$ cat src/rtl/seg7_scan_driver.sv
// rtl/seg7_scan_driver.sv - N-digit time-multiplexed 7-segment scan driver
module seg7_scan_driver #(
   parameter int NUM_DIGITS  = 4,
   parameter int CLK_DIV     = 50000,
   parameter int BRIGHT_W    = 4,
   parameter bit SEG_ACT_LOW = 1'b1,
   parameter bit DIG_ACT_LOW = 1'b1
) (
   input  logic                      CLK,
   input  logic                      CLR,
   input  logic [4*NUM_DIGITS-1:0]   DATA,
   input  logic [NUM_DIGITS-1:0]     DP,
   input  logic [NUM_DIGITS-1:0]     BLANK,
   input  logic                      LZ_EN,
   input  logic [BRIGHT_W-1:0]       BRIGHT,
   input  logic                      LOAD,
   output logic [6:0]                SEG,
   output logic                      SEG_DP,
   output logic [NUM_DIGITS-1:0]     DIG,
   output logic                      FRAME
);

   localparam int PW = (CLK_DIV > 1) ? $clog2(CLK_DIV) : 1;
   localparam int IW = (NUM_DIGITS > 2) ? $clog2(NUM_DIGITS) : 1;

   localparam logic [PW-1:0]         PRESC_LAST = PW'(CLK_DIV - 1);
   localparam logic [IW-1:0]         IDX_LAST   = IW'(NUM_DIGITS - 1);
   localparam logic [6:0]            SEG_OFF    = {7{SEG_ACT_LOW}};
   localparam logic                  SEG_DP_OFF = SEG_ACT_LOW;
   localparam logic [NUM_DIGITS-1:0] DIG_OFF    = {NUM_DIGITS{DIG_ACT_LOW}};

   logic [PW-1:0]           presc;
   logic [IW-1:0]           idx;
   logic [BRIGHT_W-1:0]     pwm_cnt;

   logic [4*NUM_DIGITS-1:0] pend_data;
   logic [NUM_DIGITS-1:0]   pend_dp;
   logic [NUM_DIGITS-1:0]   pend_blank;
   logic                    pend_valid;

   logic [4*NUM_DIGITS-1:0] disp_data;
   logic [NUM_DIGITS-1:0]   disp_dp;
   logic [NUM_DIGITS-1:0]   disp_blank;

   logic                    slot_end;
   logic                    frame_tick;
   logic                    pwm_on;
   logic [NUM_DIGITS-1:0]   lz_sup;
   logic                    all_zero;
   logic [3:0]              cur_nib;
   logic                    cur_dp;
   logic                    cur_blank;
   logic                    cur_sup;
   logic                    lit;
   logic [6:0]              seg_n;
   logic                    seg_dp_n;
   logic [NUM_DIGITS-1:0]   dig_n;

   function automatic logic [6:0] hex_to_seg(input logic [3:0] nib);
      case (nib)
         4'h0:    hex_to_seg = 7'h3F;
         4'h1:    hex_to_seg = 7'h06;
         4'h2:    hex_to_seg = 7'h5B;
         4'h3:    hex_to_seg = 7'h4F;
         4'h4:    hex_to_seg = 7'h66;
         4'h5:    hex_to_seg = 7'h6D;
         4'h6:    hex_to_seg = 7'h7D;
         4'h7:    hex_to_seg = 7'h07;
         4'h8:    hex_to_seg = 7'h7F;
         4'h9:    hex_to_seg = 7'h6F;
         4'hA:    hex_to_seg = 7'h77;
         4'hB:    hex_to_seg = 7'h7C;
         4'hC:    hex_to_seg = 7'h39;
         4'hD:    hex_to_seg = 7'h5E;
         4'hE:    hex_to_seg = 7'h79;
         default: hex_to_seg = 7'h71;
      endcase
   endfunction

   assign slot_end   = (presc == PRESC_LAST);
   assign frame_tick = slot_end && (idx == IDX_LAST);
   assign FRAME      = frame_tick;

   always_ff @(posedge CLK or posedge CLR) begin
      if (CLR) begin
         presc <= '0;
         idx   <= '0;
      end else if (slot_end) begin
         presc <= '0;
         idx   <= (idx == IDX_LAST) ? '0 : idx + IW'(1);
      end else begin
         presc <= presc + PW'(1);
      end
   end

   always_ff @(posedge CLK or posedge CLR) begin
      if (CLR) begin
         pwm_cnt <= '0;
      end else begin
         pwm_cnt <= pwm_cnt + BRIGHT_W'(1);
      end
   end

   // Display register only moves at the frame boundary; a LOAD on that very
   // cycle wins over an older pending value and leaves nothing pending.
   always_ff @(posedge CLK or posedge CLR) begin
      if (CLR) begin
         pend_data  <= '0;
         pend_dp    <= '0;
         pend_blank <= '0;
         pend_valid <= 1'b0;
         disp_data  <= '0;
         disp_dp    <= '0;
         disp_blank <= '0;
      end else begin
         if (LOAD && !frame_tick) begin
            pend_data  <= DATA;
            pend_dp    <= DP;
            pend_blank <= BLANK;
            pend_valid <= 1'b1;
         end
         if (frame_tick) begin
            if (LOAD) begin
               disp_data  <= DATA;
               disp_dp    <= DP;
               disp_blank <= BLANK;
            end else if (pend_valid) begin
               disp_data  <= pend_data;
               disp_dp    <= pend_dp;
               disp_blank <= pend_blank;
            end
            pend_valid <= 1'b0;
         end
      end
   end

   assign pwm_on = (&BRIGHT) || (pwm_cnt < BRIGHT);

   // Walk down from the top digit; suppression stops at the first non-zero nibble.
   always_comb begin
      lz_sup   = '0;
      all_zero = 1'b1;
      for (int k = NUM_DIGITS - 1; k >= 1; k--) begin
         all_zero  = all_zero && (disp_data[4*k +: 4] == 4'h0);
         lz_sup[k] = LZ_EN && all_zero;
      end
   end

   always_comb begin
      cur_nib   = '0;
      cur_dp    = 1'b0;
      cur_blank = 1'b0;
      cur_sup   = 1'b0;
      for (int i = 0; i < NUM_DIGITS; i++) begin
         if (idx == IW'(i)) begin
            cur_nib   = disp_data[4*i +: 4];
            cur_dp    = disp_dp[i];
            cur_blank = disp_blank[i];
            cur_sup   = lz_sup[i];
         end
      end
   end

   // Prescaler 0 of every slot is dead time so the previous digit cannot ghost.
   assign lit = pwm_on && (presc != '0) && !cur_blank && !cur_sup;

   always_comb begin
      seg_n    = lit ? hex_to_seg(cur_nib) : 7'h00;
      seg_dp_n = lit && cur_dp;
      dig_n    = '0;
      for (int i = 0; i < NUM_DIGITS; i++) begin
         dig_n[i] = lit && (idx == IW'(i));
      end
   end

   always_ff @(posedge CLK or posedge CLR) begin
      if (CLR) begin
         SEG    <= SEG_OFF;
         SEG_DP <= SEG_DP_OFF;
         DIG    <= DIG_OFF;
      end else begin
         SEG    <= seg_n ^ SEG_OFF;
         SEG_DP <= seg_dp_n ^ SEG_DP_OFF;
         DIG    <= dig_n ^ DIG_OFF;
      end
   end

endmodule
$ cat config.mk
export PLATFORM = sky130hd
export DESIGN_NAME = seg7_scan_driver
export DESIGN_NICKNAME = d
export VERILOG_FILES = /design/src/rtl/seg7_scan_driver.sv
export SDC_FILE = /design/constraint.sdc
export NUM_CORES = 1
export LEC_CHECK = 0
export CAP_MARGIN = 30
export CORE_MARGIN = 4
export CORE_UTILIZATION = 55
export DETAILED_ROUTE_END_ITERATION = 8
export GPL_TIMING_DRIVEN = 0
export MAX_ROUTING_LAYER = met4
export PLACE_DENSITY = 0.78
export SYNTH_ARGS = -nofsm -noshare
export SYNTH_HDL_FRONTEND = slang
export SYNTH_SLANG_ARGS = --single-unit
$ cat constraint.sdc
create_clock -name CLK -period 6 [get_ports CLK]
set_input_delay 0.9 -clock CLK [delete_from_list [all_inputs] [get_ports CLK]]
set_output_delay 0.9 -clock CLK [all_outputs]
set_load 0.02 [all_outputs]
==> impl_metrics.env, run 1 <==
export IMPL_yosysWarnings=0
export IMPL_cts_max_path_buffers=2
export IMPL_firstDrtPassIters=4
export IMPL_dieHeight_um=94.51
export IMPL_cap_violations=0
export IMPL_fin_area_mm2=0.004910
export IMPL_hold_class="reg -> reg"
export IMPL_grt_pass1_vias=2888
export IMPL_postCtsSetupBuffers=0
export IMPL_ir_drop_uv=152.6
export IMPL_seq_area_frac_synth_pct=50.82
export IMPL_drtIter0Drc=145
export IMPL_grt_use_total_pct=20.21
export IMPL_startpoint="presc[10]"
export IMPL_ys_ff_latch=83
export IMPL_worstPathMaxFanout=4
export IMPL_cellPowerDensity_mw_per_mm2=237.4
export IMPL_worst_setup_path_start_kind="flip-flop"
export IMPL_max_freq_ghz=0.3040
export IMPL_area_growth_syn_to_layout_pct=19.27
export IMPL_grt_first_pass_wirelength_um=13560
export IMPL_cts_root_buffer="clkbuf_8"
export IMPL_syn_area_per_cell_um2=11.31
export IMPL_cts_tree="built"
export IMPL_htreeDepth=3
export IMPL_rsz0062_at_grt="no"
export IMPL_numCtsBuffers=9
export IMPL_fillers=557
export IMPL_wl_per_cell_um=15.05
export IMPL_clk_pin_slew_ps=70
export IMPL_worstSetupEndpoint="FRAME"
export IMPL_port_buffers=43
export IMPL_period_needed_ps=3289
export IMPL_worst_slew_pin_slew_ps=754.1
export IMPL_worst_hold_slack_ps=474.6
export IMPL_synth_flop_cell="dfrtp_1"
export IMPL_wl_met2_um=3788
export IMPL_rr_startpoint="idx[0]"
export IMPL_die_x_um=94.51
export IMPL_ant_nets=0
export IMPL_dpl_hpwl_um=5759
export IMPL_wl_met3_um=320
export IMPL_num_nets_final=467
export IMPL_timing_final_crit_share_pct=54.82
export IMPL_n_antenna_cell=0
export IMPL_synth_area_mm2=0.004116
export IMPL_crit_path_end_kind="output port"
export IMPL_vias=2848
export IMPL_clock_skew_ps=13.04
export IMPL_drt_wl_total_um=7870
export IMPL_timing_rr_end="SEG[3]"
export IMPL_clk_latency_ps=360
export IMPL_status="finished, final reports clean"
export IMPL_route_detailed_drc=0
export IMPL_synth_enable_flop_cells=0
export IMPL_cp_arrival_ps=2390
export IMPL_drive_above_1_share_pct=15.09
export IMPL_ctsResizeCount=0
export IMPL_postSynthCellCount=364
export IMPL_highest_layer="met4"
export IMPL_synth_fp_nets=412
export IMPL_power_total_mw=1.165
export IMPL_die_area_mm2=0.008932
export IMPL_viasPerCell=5.446
export IMPL_grt_max_degree=52
export IMPL_antenna_found_initial=0
export IMPL_gp_congestion=0.8512
export IMPL_r2r_slack_ps=3230
export IMPL_cp_data_required_time_ps=5100
export IMPL_cts_sinks=83
export IMPL_placed_area_mm2=0.004701
export IMPL_pin_count=45
export IMPL_p_leak_nw=2.258
export IMPL_slew_viol_final=0
export IMPL_final_cell_mix="dfrtp_1, nand2_1, clkdlybuf4s50_1"
export IMPL_core_area_mm2=0.007253
export IMPL_setup_worst_path_class="reg -> out"
export IMPL_hold_violations=0
export IMPL_yosys_cell_types_count=44
export IMPL_ys_async_sr_fraction_pct=100.0
export IMPL_rows=31
export IMPL_slew_headroom_pct=49.73
export IMPL_final_setup_viol_count=0
export IMPL_worstRegToRegCells=9
export IMPL_initial_utilization_pct=56.75
export IMPL_wl_met1_um=3609
export IMPL_grt_overflow=0
export IMPL_cts_hold_buf=0
export IMPL_setup_tns_ps=0
export IMPL_final_common_cell="dfrtp_1"
==> final cells by class <==
type / count / area, µm² / area share [%]
Buffer: 16 / 78.83 / 1.606
Multi-Input combinational cell: 249 / 1886 / 38.40
Clock inverter: 5 / 77.57 / 1.580
Sequential cell: 83 / 2092 / 42.61
Clock buffer: 11 / 131.4 / 2.676
Timing Repair Buffer: 44 / 457.9 / 9.327
Tap cell: 99 / 123.9 / 2.523
Inverter: 16 / 62.56 / 1.274
==> metal layers <==
layer / GRT usage [%] / vias up
li1: - / 1376
met2: 31.03 / 57
met4: 10.58 / 0
met1: 25.94 / 1402
met5: - / -
met3: 3.267 / 13
==> cell families (layout without fill, tap and decap cells) <==
family	count (synthesis)	after routing	synth area share [%]
and+or+nand+nor	108	108	13.59
DFF	83	83	50.82
muxes	56	56	16.20
AOI/OAI and AO/OA	53	53	7.751
buffers and inverters	32	92	3.374
adders and majority gates	16	16	4.863
xor gates and xnor gates	16	16	3.404
==> flip-flops by register name, summed over array words and instances (netlist names) <==
| name | count |
|---|---|
| DIG | 4 |
| SEG | 7 |
| SEG_DP | 1 |
| disp_blank | 4 |
| disp_data | 16 |
| disp_dp | 4 |
| idx | 2 |
| pend_blank | 4 |
| pend_data | 16 |
| pend_dp | 4 |
| pend_valid | 1 |
| presc | 16 |
| pwm_cnt | 4 |
==> worst max-delay path, stage by stage (launching register included) <==
cell             delay [ps]
dfrtp_1                 440
nor4_4                  340
nand2_2                 130
nor4_1                  280
and3_1                  240
clkdlybuf4s50_1         620
==> stage by stage <==
step / util (%) / std cells / worst slack (ps)
floorplan: - / 364 / 2983
global placement: 64.40 / 506 / 1739
detailed placement: 64.81 / 507 / 2698
CTS: 67.69 / 523 / 2675
global route: 67.69 / 523 / 2609
finish: 67.69 / 523 / 2711
==> report_power, final <==
part,internal [mW],switching [mW]
registers,0.591,0.0143
logic,0.0732,0.0586
clock network,0.233,0.195
total,0.897,0.268
==> cells in the mapped netlist (all sizes together) (4+ instances only) <==
cell type  instances  area [µm²]
a21oi              6       30.03
dfstp             12       315.3
dfrtp             71        1777
clkbuf            11       41.29
inv               16       60.06
mux2i             31       310.3
mux2              25       356.6
xor2              10       87.58
nor4               8       80.08
nand3b             5       37.54
ha                16       200.2
nand3              8       40.04
o21ai             29       145.1
buf                5       37.53
nor2              15       56.30
xnor2              6       52.55
and3               4       25.02
o221ai             5       43.79
nor2b              4       25.02
nand2             47       178.9
==> how the worst min path moves through the flow <==
stage | startpoint | endpoint | slack, ps | depth (start not counted)
detailed placement | pwm_cnt[3] | pwm_cnt[3] | 470 | 1
global route | pwm_cnt[3] | pwm_cnt[3] | 510 | 1
finish | pwm_cnt[3] | pwm_cnt[3] | 470 | 1
CTS | pwm_cnt[0] | pwm_cnt[0] | 480 | 1
global placement | pwm_cnt[0] | pwm_cnt[0] | 460 | 1
floorplan | pwm_cnt[0] | pwm_cnt[0] | 430 | 1
No activity file was read; power rests on OpenSTA's default activity.
==> run 2, diff against run 1 <==
==> constraint.sdc (replaced) <==
create_clock -name CLK -period 3.14 [get_ports CLK]
set_input_delay 0.471 -clock CLK [delete_from_list [all_inputs] [get_ports CLK]]
set_output_delay 0.471 -clock CLK [all_outputs]
set_load 0.02 [all_outputs]
==> results of run 2 <==
The final DEF is identical to that of run 1. Status: finished, final reports clean.
Among the figures that moved: setup slack after placement 2698 ps -> 267.3 ps; clock-pin slew on the worst setup and hold paths 70 ps -> 90 ps; setup slack after layout 2711 ps -> 280.0 ps; hold slack 474.6 ps -> 455.0 ps; register-to-register setup slack 3230 ps -> 370 ps; total power 1.165 mW -> 2.227 mW; worst IR drop on VDD 152.6 µV -> 291.6 µV
==> run 3, diff against run 2 <==
--- a/config.mk
+++ b/config.mk
@@ -5,7 +5,7 @@
 export SDC_FILE = /design/constraint.sdc
 export NUM_CORES = 1
 export LEC_CHECK = 0
-export CAP_MARGIN = 30
+export CAP_MARGIN = 10
 export CORE_MARGIN = 4
 export CORE_UTILIZATION = 55
 export DETAILED_ROUTE_END_ITERATION = 8
==> impl_metrics.env, run 3 (same netlist as run 1, synthesis figures left out) <==
export IMPL_cp_data_required_time_ps=2670
export IMPL_hold_class="in -> async"
export IMPL_n_antenna_cell=0
export IMPL_cellPowerDensity_mw_per_mm2=453.6
export IMPL_power_total_mw=2.227
export IMPL_dieHeight_um=94.51
export IMPL_drtIter0Drc=145
export IMPL_cts_root_buffer="clkbuf_8"
export IMPL_firstDrtPassIters=4
export IMPL_htreeDepth=3
export IMPL_cts_max_path_buffers=2
export IMPL_cts_hold_buf=0
export IMPL_numCtsBuffers=9
export IMPL_grt_first_pass_wirelength_um=13560
export IMPL_largestRegisters="disp_data x16, pend_data x16, presc x16"
export IMPL_clk_latency_ps=360
export IMPL_slew_headroom_pct=49.73
export IMPL_area_growth_syn_to_layout_pct=19.27
export IMPL_placed_area_mm2=0.004701
export IMPL_final_common_cell="dfrtp_1"
export IMPL_rows=31
export IMPL_worst_slew_pin_slew_ps=754.1
export IMPL_p_leak_nw=2.258
export IMPL_fin_area_mm2=0.004910
export IMPL_port_buffers=43
export IMPL_grt_pass1_vias=2888
export IMPL_cap_violations=0
export IMPL_ant_nets=0
export IMPL_die_x_um=94.51
export IMPL_initial_utilization_pct=56.75
export IMPL_hold_violations=0
export IMPL_instances_no_fill=523
export IMPL_cp_arrival_ps=2390
export IMPL_ir_drop_uv=291.6
export IMPL_grt_max_degree=52
export IMPL_grt_overflow=0
export IMPL_num_nets_final=467
export IMPL_clock_skew_ps=13.04
export IMPL_period_needed_ps=2860
export IMPL_final_setup_viol_count=0
export IMPL_drive_above_1_share_pct=15.09
export IMPL_postCtsSetupBuffers=0
export IMPL_drt_wl_total_um=7870
export IMPL_grt_use_total_pct=20.21
export IMPL_fillers=557
export IMPL_worst_setup_path_start_kind="flip-flop"
export IMPL_dp_cells=507
export IMPL_status="finished, final reports clean"
export IMPL_vias=2848
export IMPL_rsz0062_at_grt="no"
export IMPL_critical_path_buf_inv_count=1
export IMPL_die_area_mm2=0.008932
export IMPL_viasPerCell=5.446
export IMPL_clk_pin_slew_ps=90
export IMPL_max_stage_delay_ps=620
export IMPL_route_detailed_drc=0
export IMPL_cp_cell_sequence="nor4_4, nand2_2, nor4_1, and3_1, clkdlybuf4s50_1"
export IMPL_gp_congestion=0.8512
export IMPL_ctsResizeCount=0
export IMPL_crit_path_end_kind="output port"
export IMPL_wl_per_cell_um=15.05
export IMPL_crit_family="simple AND/OR/NAND/NOR gates"
export IMPL_antenna_found_initial=0
export IMPL_slew_viol_final=0
export IMPL_worstPathMaxFanout=4
export IMPL_max_freq_ghz=0.3497
export IMPL_setup_worst_path_class="reg -> out"
export IMPL_dpl_hpwl_um=5759
export IMPL_pin_count=45
export IMPL_timing_final_crit_share_pct=91.08
export IMPL_core_area_mm2=0.007253
export IMPL_slowest_stage="clkdlybuf4s50_1"
export IMPL_cts_sinks=83
export IMPL_cts_tree="built"
export IMPL_setup_tns_ps=0
export IMPL_final_cell_mix="dfrtp_1, nand2_1, clkdlybuf4s50_1"
export IMPL_r2r_slack_ps=370
[run 3: report_power, final]
group	leakage (nW)	switching [mW]	internal, mW
registers	1.03	0.0272	1.13
clock network	0.103	0.373	0.446
logic	1.13	0.112	0.140
total	2.26	0.512	1.71
[run 3: final cells by class]
type                    count  area (µm²)  area share, %
plain buffers              16       78.83          1.606
well taps                  99       123.9          2.523
inverters                  16       62.56          1.274
clock inverters             5       77.57          1.580
clock buffers              11       131.4          2.676
repair buffers             44       457.9          9.327
multi-input cells         249        1886          38.40
flip-flops and latches     83        2092          42.61
[run 3: path summary, 6_finish.rpt]
check,start,endpoint,cells after the start
hold / removal,CLR,presc[7],2
hold reg to reg,pwm_cnt[3],pwm_cnt[3],1
min in group CLK,pwm_cnt[3],pwm_cnt[3],1
setup reg to reg,idx[0],SEG[3],9
max in group asynchronous,CLR,disp_dp[2],3
setup / recovery,presc[10],FRAME,5
[run 3: through the flow]
step / setup slack [ps] / util, % / hold WS [ps]
global route: 178.2 / 67.69 / 489.4
floorplan: 552.1 / - / 435.0
finish: 280.0 / 67.69 / 455.0
detailed placement: 267.3 / 64.81 / 467.4
CTS: 244.3 / 67.69 / 466.7
global placement: -691.6 / 64.40 / 460.1
[run 3: worst register-to-register path, stage by stage, from the launching register on]
cell and delay, ps:
dfrtp_1 380, ha_1 250, clkbuf_1 420, nor2_1 170, a31oi_1 500, inv_1 240
ha_1 360, mux2i_1 80, mux2_2 270, nand2_1 70
[run 3: metal layers]
layer | vias up | GRT usage (%) | routed length, µm
met2 | 57 | 31.03 | 3788
met1 | 1402 | 25.94 | 3609
met5 | - | - | 0
met3 | 13 | 3.267 | 320
li1 | 1376 | - | -
met4 | 0 | 10.58 | 152
